[src/rtl/hsv_pkg.sv]
// Shared widths, constants and helpers for the HSV to RGB conversion pipeline.
package hsv_pkg;

    localparam int H_W        = 9;
    localparam int S_W        = 11;
    localparam int V_W        = 8;
    localparam int RGB_W      = 8;
    localparam int HUE_SECTOR = 60;
    localparam int HUE_MAX    = 360;
    localparam int RECIP60    = 17477;
    localparam int RECIP60_SH = 20;
    localparam int S_FULL_SH  = 11;

    localparam int F_W  = 6;
    localparam int T_W  = 14;
    localparam int VS_W = V_W + S_W + 1;

    typedef enum logic [2:0] {
        SECT_0 = 3'd0,
        SECT_1 = 3'd1,
        SECT_2 = 3'd2,
        SECT_3 = 3'd3,
        SECT_4 = 3'd4,
        SECT_5 = 3'd5
    } sector_e;

    function automatic logic add_ovf(input logic [RGB_W-1:0] a, input logic [RGB_W-1:0] b);
        logic [RGB_W:0] sum;
        sum = {1'b0, a} + {1'b0, b};
        return sum[RGB_W];
    endfunction

    function automatic logic [RGB_W-1:0] sat_add(input logic [RGB_W-1:0] a, input logic [RGB_W-1:0] b);
        logic [RGB_W:0] sum;
        sum = {1'b0, a} + {1'b0, b};
        return sum[RGB_W] ? {RGB_W{1'b1}} : sum[RGB_W-1:0];
    endfunction

endpackage

[src/rtl/hsv_to_rgb_math_if.sv]
// Pixel stream bundle: HSV pixel plus valid/sideband in, RGB pixel plus valid/sideband out.
interface hsv_to_rgb_math_if
    import hsv_pkg::*;
#(
    parameter int SB_W = 2
);

    logic             valid_in;
    logic [SB_W-1:0]  sb_in;
    logic [H_W-1:0]   H_in;
    logic [S_W-1:0]   S_in;
    logic [V_W-1:0]   V_in;
    logic             valid_out;
    logic [SB_W-1:0]  sb_out;
    logic [RGB_W-1:0] R_out;
    logic [RGB_W-1:0] G_out;
    logic [RGB_W-1:0] B_out;

    modport master (
        output valid_in, sb_in, H_in, S_in, V_in,
        input  valid_out, sb_out, R_out, G_out, B_out
    );

    modport slave (
        input  valid_in, sb_in, H_in, S_in, V_in,
        output valid_out, sb_out, R_out, G_out, B_out
    );

endinterface

[src/rtl/hsv_div60.sv]
// Registered exact divide-by-60 of a 14-bit value via fixed-point reciprocal multiply.
module hsv_div60
    import hsv_pkg::*;
(
    input  logic             clk,
    input  logic             rst_n,
    input  logic [T_W-1:0]   t,
    output logic [RGB_W-1:0] q
);

    localparam int PROD_W = T_W + 15;

    logic [PROD_W-1:0] prod_s;
    logic [RGB_W-1:0]  q_r;

    // Reciprocal product; exact floor(t/60) for every t up to 15300
    always_comb begin
        prod_s = PROD_W'(t) * PROD_W'(RECIP60);
    end

    // Quotient register
    always_ff @(posedge clk or negedge rst_n) begin
        if (!rst_n) begin
            q_r <= '0;
        end else begin
            q_r <= RGB_W'(prod_s >> RECIP60_SH);
        end
    end

    assign q = q_r;

endmodule

[src/rtl/hsv_to_rgb_math_chk.sv]
// Simulation checks: valid latency tracking and the never-expected saturation hit.
module hsv_to_rgb_math_chk #(
    parameter int LATENCY = 5
) (
    input logic clk,
    input logic rst_n,
    input logic valid_in,
    input logic valid_out,
    input logic sat_hit
);

    logic [LATENCY-1:0] vld_hist_r;

    // Expected valid delay line, cleared by the same reset as the pipeline
    always_ff @(posedge clk or negedge rst_n) begin
        if (!rst_n) begin
            vld_hist_r <= '0;
        end else begin
            vld_hist_r <= {vld_hist_r[LATENCY-2:0], valid_in};
        end
    end

    a_latency: assert property (@(posedge clk) disable iff (!rst_n) valid_out == vld_hist_r[LATENCY-1]);
    a_no_sat:  assert property (@(posedge clk) disable iff (!rst_n) !sat_hit);

endmodule

[src/rtl/hsv_to_rgb_math.sv]
// Five-stage HSV to RGB converter, one pixel per clock, valid and sideband carried in lockstep.
module hsv_to_rgb_math
    import hsv_pkg::*;
#(
    parameter int SB_W    = 2,
    parameter int LATENCY = 5
) (
    input logic              clk,
    input logic              rst_n,
    hsv_to_rgb_math_if.slave px
);

    logic [H_W-1:0]   hw_s;
    logic [H_W-1:0]   base_s;
    sector_e          sector_s;
    logic [F_W-1:0]   f_s;
    logic [VS_W-1:0]  vs_round_s;
    logic [V_W-1:0]   c_s;
    logic [F_W-1:0]   f_comp_s;
    logic [T_W-1:0]   tu_s;
    logic [T_W-1:0]   td_s;
    logic [RGB_W-1:0] xu_s;
    logic [RGB_W-1:0] xd_s;
    logic [RGB_W-1:0] mxu_s;
    logic [RGB_W-1:0] mxd_s;
    logic [RGB_W-1:0] r_s;
    logic [RGB_W-1:0] g_s;
    logic [RGB_W-1:0] b_s;
    logic             sat_hit_s;

    logic             s1_valid_r, s2_valid_r, s3_valid_r, s4_valid_r, out_valid_r;
    logic [SB_W-1:0]  s1_sb_r, s2_sb_r, s3_sb_r, s4_sb_r, out_sb_r;
    sector_e          s1_sector_r, s2_sector_r, s3_sector_r, s4_sector_r;
    logic [F_W-1:0]   s1_f_r, s2_f_r;
    logic [S_W-1:0]   s1_s_r;
    logic [V_W-1:0]   s1_v_r, s2_v_r, s3_v_r, s4_v_r;
    logic [V_W-1:0]   s2_c_r, s3_c_r;
    logic [T_W-1:0]   s3_tu_r, s3_td_r;
    logic [RGB_W-1:0] s4_m_r;
    logic [RGB_W-1:0] out_r_r, out_g_r, out_b_r;

    // Hue wrap and sector/fraction split; Hw never exceeds 359 so a compare chain suffices
    always_comb begin
        sector_s = SECT_0;
        base_s   = '0;
        hw_s     = (px.H_in >= H_W'(HUE_MAX)) ? (px.H_in - H_W'(HUE_MAX)) : px.H_in;
        if (hw_s >= H_W'(5 * HUE_SECTOR)) begin
            sector_s = SECT_5;
            base_s   = H_W'(5 * HUE_SECTOR);
        end else if (hw_s >= H_W'(4 * HUE_SECTOR)) begin
            sector_s = SECT_4;
            base_s   = H_W'(4 * HUE_SECTOR);
        end else if (hw_s >= H_W'(3 * HUE_SECTOR)) begin
            sector_s = SECT_3;
            base_s   = H_W'(3 * HUE_SECTOR);
        end else if (hw_s >= H_W'(2 * HUE_SECTOR)) begin
            sector_s = SECT_2;
            base_s   = H_W'(2 * HUE_SECTOR);
        end else if (hw_s >= H_W'(HUE_SECTOR)) begin
            sector_s = SECT_1;
            base_s   = H_W'(HUE_SECTOR);
        end else begin
            sector_s = SECT_0;
            base_s   = '0;
        end
        f_s = F_W'(hw_s - base_s);
    end

    // Chroma with round-to-nearest, then the rising/falling ramp products
    always_comb begin
        vs_round_s = VS_W'(s1_v_r) * VS_W'(s1_s_r) + VS_W'(1 << (S_FULL_SH - 1));
        c_s        = V_W'(vs_round_s >> S_FULL_SH);
        f_comp_s   = F_W'(HUE_SECTOR) - s2_f_r;
        tu_s       = T_W'(s2_c_r) * T_W'(s2_f_r);
        td_s       = T_W'(s2_c_r) * T_W'(f_comp_s);
    end

    // Stages 1-4 pipeline registers; div60 instances supply the stage-4 quotients
    always_ff @(posedge clk or negedge rst_n) begin
        if (!rst_n) begin
            s1_valid_r  <= 1'b0;
            s1_sb_r     <= '0;
            s1_sector_r <= SECT_0;
            s1_f_r      <= '0;
            s1_s_r      <= '0;
            s1_v_r      <= '0;
            s2_valid_r  <= 1'b0;
            s2_sb_r     <= '0;
            s2_sector_r <= SECT_0;
            s2_f_r      <= '0;
            s2_v_r      <= '0;
            s2_c_r      <= '0;
            s3_valid_r  <= 1'b0;
            s3_sb_r     <= '0;
            s3_sector_r <= SECT_0;
            s3_v_r      <= '0;
            s3_c_r      <= '0;
            s3_tu_r     <= '0;
            s3_td_r     <= '0;
            s4_valid_r  <= 1'b0;
            s4_sb_r     <= '0;
            s4_sector_r <= SECT_0;
            s4_v_r      <= '0;
            s4_m_r      <= '0;
        end else begin
            s1_valid_r  <= px.valid_in;
            s1_sb_r     <= px.sb_in;
            s1_sector_r <= sector_s;
            s1_f_r      <= f_s;
            s1_s_r      <= px.S_in;
            s1_v_r      <= px.V_in;
            s2_valid_r  <= s1_valid_r;
            s2_sb_r     <= s1_sb_r;
            s2_sector_r <= s1_sector_r;
            s2_f_r      <= s1_f_r;
            s2_v_r      <= s1_v_r;
            s2_c_r      <= c_s;
            s3_valid_r  <= s2_valid_r;
            s3_sb_r     <= s2_sb_r;
            s3_sector_r <= s2_sector_r;
            s3_v_r      <= s2_v_r;
            s3_c_r      <= s2_c_r;
            s3_tu_r     <= tu_s;
            s3_td_r     <= td_s;
            s4_valid_r  <= s3_valid_r;
            s4_sb_r     <= s3_sb_r;
            s4_sector_r <= s3_sector_r;
            s4_v_r      <= s3_v_r;
            s4_m_r      <= s3_v_r - s3_c_r;
        end
    end

    hsv_div60 u_div_up (
        .clk   (clk),
        .rst_n (rst_n),
        .t     (s3_tu_r),
        .q     (xu_s)
    );

    hsv_div60 u_div_dn (
        .clk   (clk),
        .rst_n (rst_n),
        .t     (s3_td_r),
        .q     (xd_s)
    );

    // Sector output mux; m+X cannot exceed V, the clamp only guards against a broken invariant
    always_comb begin
        r_s       = '0;
        g_s       = '0;
        b_s       = '0;
        mxu_s     = sat_add(s4_m_r, xu_s);
        mxd_s     = sat_add(s4_m_r, xd_s);
        sat_hit_s = add_ovf(s4_m_r, xu_s) | add_ovf(s4_m_r, xd_s);
        case (s4_sector_r)
            SECT_0:  begin r_s = s4_v_r; g_s = mxu_s;  b_s = s4_m_r; end
            SECT_1:  begin r_s = mxd_s;  g_s = s4_v_r; b_s = s4_m_r; end
            SECT_2:  begin r_s = s4_m_r; g_s = s4_v_r; b_s = mxu_s;  end
            SECT_3:  begin r_s = s4_m_r; g_s = mxd_s;  b_s = s4_v_r; end
            SECT_4:  begin r_s = mxu_s;  g_s = s4_m_r; b_s = s4_v_r; end
            SECT_5:  begin r_s = s4_v_r; g_s = s4_m_r; b_s = mxd_s;  end
            default: begin r_s = '0;     g_s = '0;     b_s = '0;     end
        endcase
    end

    // Output registers
    always_ff @(posedge clk or negedge rst_n) begin
        if (!rst_n) begin
            out_valid_r <= 1'b0;
            out_sb_r    <= '0;
            out_r_r     <= '0;
            out_g_r     <= '0;
            out_b_r     <= '0;
        end else begin
            out_valid_r <= s4_valid_r;
            out_sb_r    <= s4_sb_r;
            out_r_r     <= r_s;
            out_g_r     <= g_s;
            out_b_r     <= b_s;
        end
    end

    assign px.valid_out = out_valid_r;
    assign px.sb_out    = out_sb_r;
    assign px.R_out     = out_r_r;
    assign px.G_out     = out_g_r;
    assign px.B_out     = out_b_r;

    hsv_to_rgb_math_chk #(
        .LATENCY (LATENCY)
    ) u_chk (
        .clk       (clk),
        .rst_n     (rst_n),
        .valid_in  (px.valid_in),
        .valid_out (px.valid_out),
        .sat_hit   (sat_hit_s)
    );

endmodule

[src/flat_wrapper.sv]
// flat-port wrapper written by rule: the top's interface ports become plain ports
module hsv_to_rgb_math_flat import hsv_pkg::*;
#(
    parameter int SB_W    = 2,
    parameter int LATENCY = 5
)
  (clk, rst_n, px_valid_in, px_sb_in, px_H_in, px_S_in, px_V_in, px_valid_out, px_sb_out, px_R_out, px_G_out, px_B_out);
  hsv_to_rgb_math_if #(.SB_W(SB_W)) px_i ();
  input logic clk;
  input logic rst_n;
  input wire logic [$bits(px_i.valid_in)-1:0] px_valid_in;
  input wire logic [$bits(px_i.sb_in)-1:0] px_sb_in;
  input wire logic [$bits(px_i.H_in)-1:0] px_H_in;
  input wire logic [$bits(px_i.S_in)-1:0] px_S_in;
  input wire logic [$bits(px_i.V_in)-1:0] px_V_in;
  output wire logic [$bits(px_i.valid_out)-1:0] px_valid_out;
  output wire logic [$bits(px_i.sb_out)-1:0] px_sb_out;
  output wire logic [$bits(px_i.R_out)-1:0] px_R_out;
  output wire logic [$bits(px_i.G_out)-1:0] px_G_out;
  output wire logic [$bits(px_i.B_out)-1:0] px_B_out;
  assign px_i.valid_in = px_valid_in;
  assign px_i.sb_in = px_sb_in;
  assign px_i.H_in = px_H_in;
  assign px_i.S_in = px_S_in;
  assign px_i.V_in = px_V_in;
  assign px_valid_out = px_i.valid_out;
  assign px_sb_out = px_i.sb_out;
  assign px_R_out = px_i.R_out;
  assign px_G_out = px_i.G_out;
  assign px_B_out = px_i.B_out;
  hsv_to_rgb_math #(.SB_W(SB_W), .LATENCY(LATENCY)) u_core (.clk(clk), .rst_n(rst_n), .px(px_i));
endmodule
[config.mk]
export PLATFORM = sky130hd
export DESIGN_NAME = hsv_to_rgb_math_flat
export DESIGN_NICKNAME = d
export VERILOG_FILES = /design/src/rtl/hsv_pkg.sv /design/src/rtl/hsv_to_rgb_math_if.sv /design/src/rtl/hsv_div60.sv /design/src/rtl/hsv_to_rgb_math_chk.sv /design/src/rtl/hsv_to_rgb_math.sv /design/src/flat_wrapper.sv
export SDC_FILE = /design/constraint.sdc
export NUM_CORES = 1
export LEC_CHECK = 0
export CAP_MARGIN = 20
export CORE_MARGIN = 3
export CORE_UTILIZATION = 50
export DETAILED_ROUTE_END_ITERATION = 10
export MAX_ROUTING_LAYER = met4
export PLACE_DENSITY = 0.67
export SLEW_MARGIN = 25
export SYNTH_ARGS = -nofsm -noshare
export SYNTH_HDL_FRONTEND = slang
export SYNTH_SLANG_ARGS = --single-unit
[constraint.sdc]
create_clock -name clk -period 4.75 [get_ports clk]
set_input_delay 0.95 -clock clk [delete_from_list [all_inputs] [get_ports clk]]
set_output_delay 0.95 -clock clk [all_outputs]
set_load 0.1 [all_outputs]
==> impl_metrics.json <==
{
  "crit_path_start_kind": "register",
  "ff_latch_area_um2": 4342,
  "antenna_found_initial": 0,
  "cp.buffers_inverters": 0,
  "cts_tree": "built",
  "slowest_stage": "fa_1",
  "synth_fa_ha_area_share_pct": 41.33,
  "synthSimpleGateAreaFrac_pct": 11.95,
  "avgSynthCellArea_um2": 10.28,
  "crit_type": "register to register",
  "reg_top3": "u_core.s3_tu_r x14, u_core.s3_td_r x13, u_core.s1_s_r x11",
  "synth.distinct_cells": 63,
  "max_cap_viol_count": 0,
  "ant_nets": 0,
  "wl_per_cell_um": 14.92,
  "largest_register_ffs": 14,
  "synth-compound-area-share_pct": 8.647,
  "clk_latency_ps": 440,
  "crit_chain": "ha_1 -> fa_1 -> fa_1 -> fa_1 -> fa_1 -> ha_1 -> a211oi_2 -> nor2_1 -> a211oi_2 -> o31ai_2 -> a311o_1 -> a211oi_1 -> nor2_1",
  "crit_path_end": "u_core.u_div_dn.q[5]$_DFF_PN0_",
  "drt_iter0_markers": 541,
  "hpwl_um": 24460,
  "synth-edff-count": 0,
  "core_area_um2": 30830,
  "synth_xor_area_share_pct": 3.282,
  "hold_violations": 0,
  "r2r-end": "u_core.u_div_dn.q[5]$_DFF_PN0_",
  "ctsHoldBuffers": 0,
  "maxSlewHeadroom_pct": 35.07,
  "arrival_ps": 4980,
  "final_cell_mix": "ha_1 (284), inv_1 (257), dfrtp_1 (163), fa_1 (147), nand2_1 (109)",
  "syn_area_um2": 15740,
  "ios": 60,
  "final_core_util_pct": 57.43,
  "synthCells": 1532,
  "rrSetupSlack_ps": 100,
  "cts_root_buf": "clkbuf_16",
  "num_rows": 64,
  "cts_buffer_depth": 2,
  "grt.total_usage_pct": 19.64,
  "top_register": "u_core.s3_tu_r",
  "place_area_um2": 17000,
  "die_h_um": 183.4,
  "critPathTopFamily": "adder cells",
  "clkSinkCount": 173,
  "final_common_cell": "ha_1",
  "crit_start": "u_core.s3_td_r[13]$_DFF_PN0_",
  "multiInputGateArea_um2": 10400,
  "fin_area_um2": 17700,
  "dieArea_um2": 33650,
  "drc": 0,
  "place_ws_ps": 37.22,
  "grt_max_degree": 93,
  "drive_above_1_share_pct": 6.634,
  "hold_path_depth": 0,
  "ctsHtreeMaxLevel": 4,
  "n_antenna_cell": 0,
  "outcome": "completed",
  "numCtsBuffers": 17,
  "wirelength_um": 30190,
  "dr_total_vias": 10655,
  "tightest_slew_ps": 970.8,
  "grt_pass1_wl_um": 52190,
  "synth_mux_area_share_pct": 0.2941,
  "drv_slew": 0,
  "hold_path.class": "register to register",
  "die_x_um": 183.4,
  "viasPerCell": 5.264,
  "end_kind": "register",
  "worst-path-max-fanout": 4,
  "io_buffer_count": 59,
  "num-fill-cells": 2580,
  "synthFlopType": "dfrtp_1",
  "crit_required_ps": 5080,
  "layout_setup_ws_ps": 95.16,
  "synth.yosys.warnings": 0,
  "timing.rr.start": "u_core.s3_td_r[13]$_DFF_PN0_",
  "start_util_pct": 51.06,
  "crit_top_cell": "fa_1",
  "period_share_pct": 98.00,
  "reg2regPathDepth": 13,
  "cp_slowest_stage_delay_ps": 530,
  "gp_congestion": 0.8654,
  "cp.depth": 13,
  "async_flop_share_pct": 100.0,
  "finalSetupViolCount": 0,
  "synthToLayoutAreaGrowth_pct": 12.46,
  "seq_area_frac_synth_pct": 27.50,
  "ys_seq_elements": 173,
  "clk_pin_slew_worst_paths_ps": 80,
  "nets": 2079,
  "period_minus_slack_ps": 4655,
  "grt_overflow": 0,
  "synth_top_family_by_area": "adder cells",
  "grt_pass1_vias": 11022,
  "skew_ps": 12.89,
  "first_pass_iters": 5,
  "syn-num-nets": 1996,
  "max_freq_mhz": 214.8
}
==> repair_timing <==
action | in CTS | in global routing
resized for setup | 1 | 27
setup endpoints to repair | 2 | 12
buffers inserted | 0 | 2
endpoints found under the hold margin | 0 | 0
cloned | 0 | 0
pin swaps | 0 | 5
==> cells in the mapped netlist (10+ instances only) <==
cell	n	area, µm²
a211oi_1	16	120.1
clkbuf_1	33	123.9
nand3_1	15	75.07
a21oi_1	61	305.3
nand2_1	109	409.1
fa_1	147	2943
xnor2_1	39	341.6
nor2b_1	10	62.56
a21o_1	16	120.1
nand4_1	12	75.07
inv_1	257	964.7
ha_1	284	3553
o21ai_0	39	195.2
dfrtp_1	173	4329
nor2_1	40	150.1
nand2b_1	13	81.33
nor3_1	21	105.1
and2_1	107	669.4
xor2_1	20	175.2
o31ai_1	10	75.07
==> kinds of logic (layout without fill, tap and decap cells) <==
logic type | Yosys count | in the layout
compound gates | 209 | 209
xor+xnor | 59 | 59
fa+ha+maj | 432 | 432
buf+inv | 293 | 389
flops | 173 | 173
mux | 4 | 4
simple gates | 362 | 362
==> area by class of cell <==
class,instances,share of cell area (%)
sequential,173,24.52
multi-input combinational,1066,58.74
timing repair buffer,99,5.110
clock inverter,14,0.9329
tap,396,2.799
clock buffer,18,2.424
inverter,258,5.470
==> stage by stage <==
stage / TNS (ps) / cells / hold slack [ps]
floorplan: 0 / 1532 / 331.2
global placement: 0 / 1990 / 331.3
detailed placement: 0 / 1990 / 334.7
CTS: 0 / 2022 / 347.8
global route: -81.00 / 2024 / 352.9
finish: 0 / 2024 / 345.9
==> worst min-delay path by stage <==
stage                                     from                         endpoint  slack, ps
6_report       u_core.s2_sector_r[1]$_DFF_PN0_  u_core.s3_sector_r[1]$_DFF_PN0_        350
5_1_grt            u_core.s3_sb_r[0]$_DFF_PN0_      u_core.s4_sb_r[0]$_DFF_PN0_        350
4_1_cts        u_core.s2_sector_r[1]$_DFF_PN0_  u_core.s3_sector_r[1]$_DFF_PN0_        350
3_5_place_dp       u_core.s4_sb_r[1]$_DFF_PN0_    u_core.px.sb_out[1]$_DFF_PN0_        330
3_3_place_gp        u_core.s2_v_r[3]$_DFF_PN0_       u_core.s3_v_r[3]$_DFF_PN0_        330
2_1_floorplan      u_core.s4_sb_r[0]$_DFF_PN0_    u_core.px.sb_out[0]$_DFF_PN0_        330
==> per-layer routing <==
layer  vias to the layer above  GRT usage (%)  wire [µm]
met5                         -              -          0
met4                         0          4.388        399
met3                        33          2.552        768
met2                       155          32.85      15020
met1                      5249          25.80      14000
li1                       5218              -          -
Power is not shown: default switching activity piles up to over one toggle a cycle in this logic, so the estimate is an artifact.
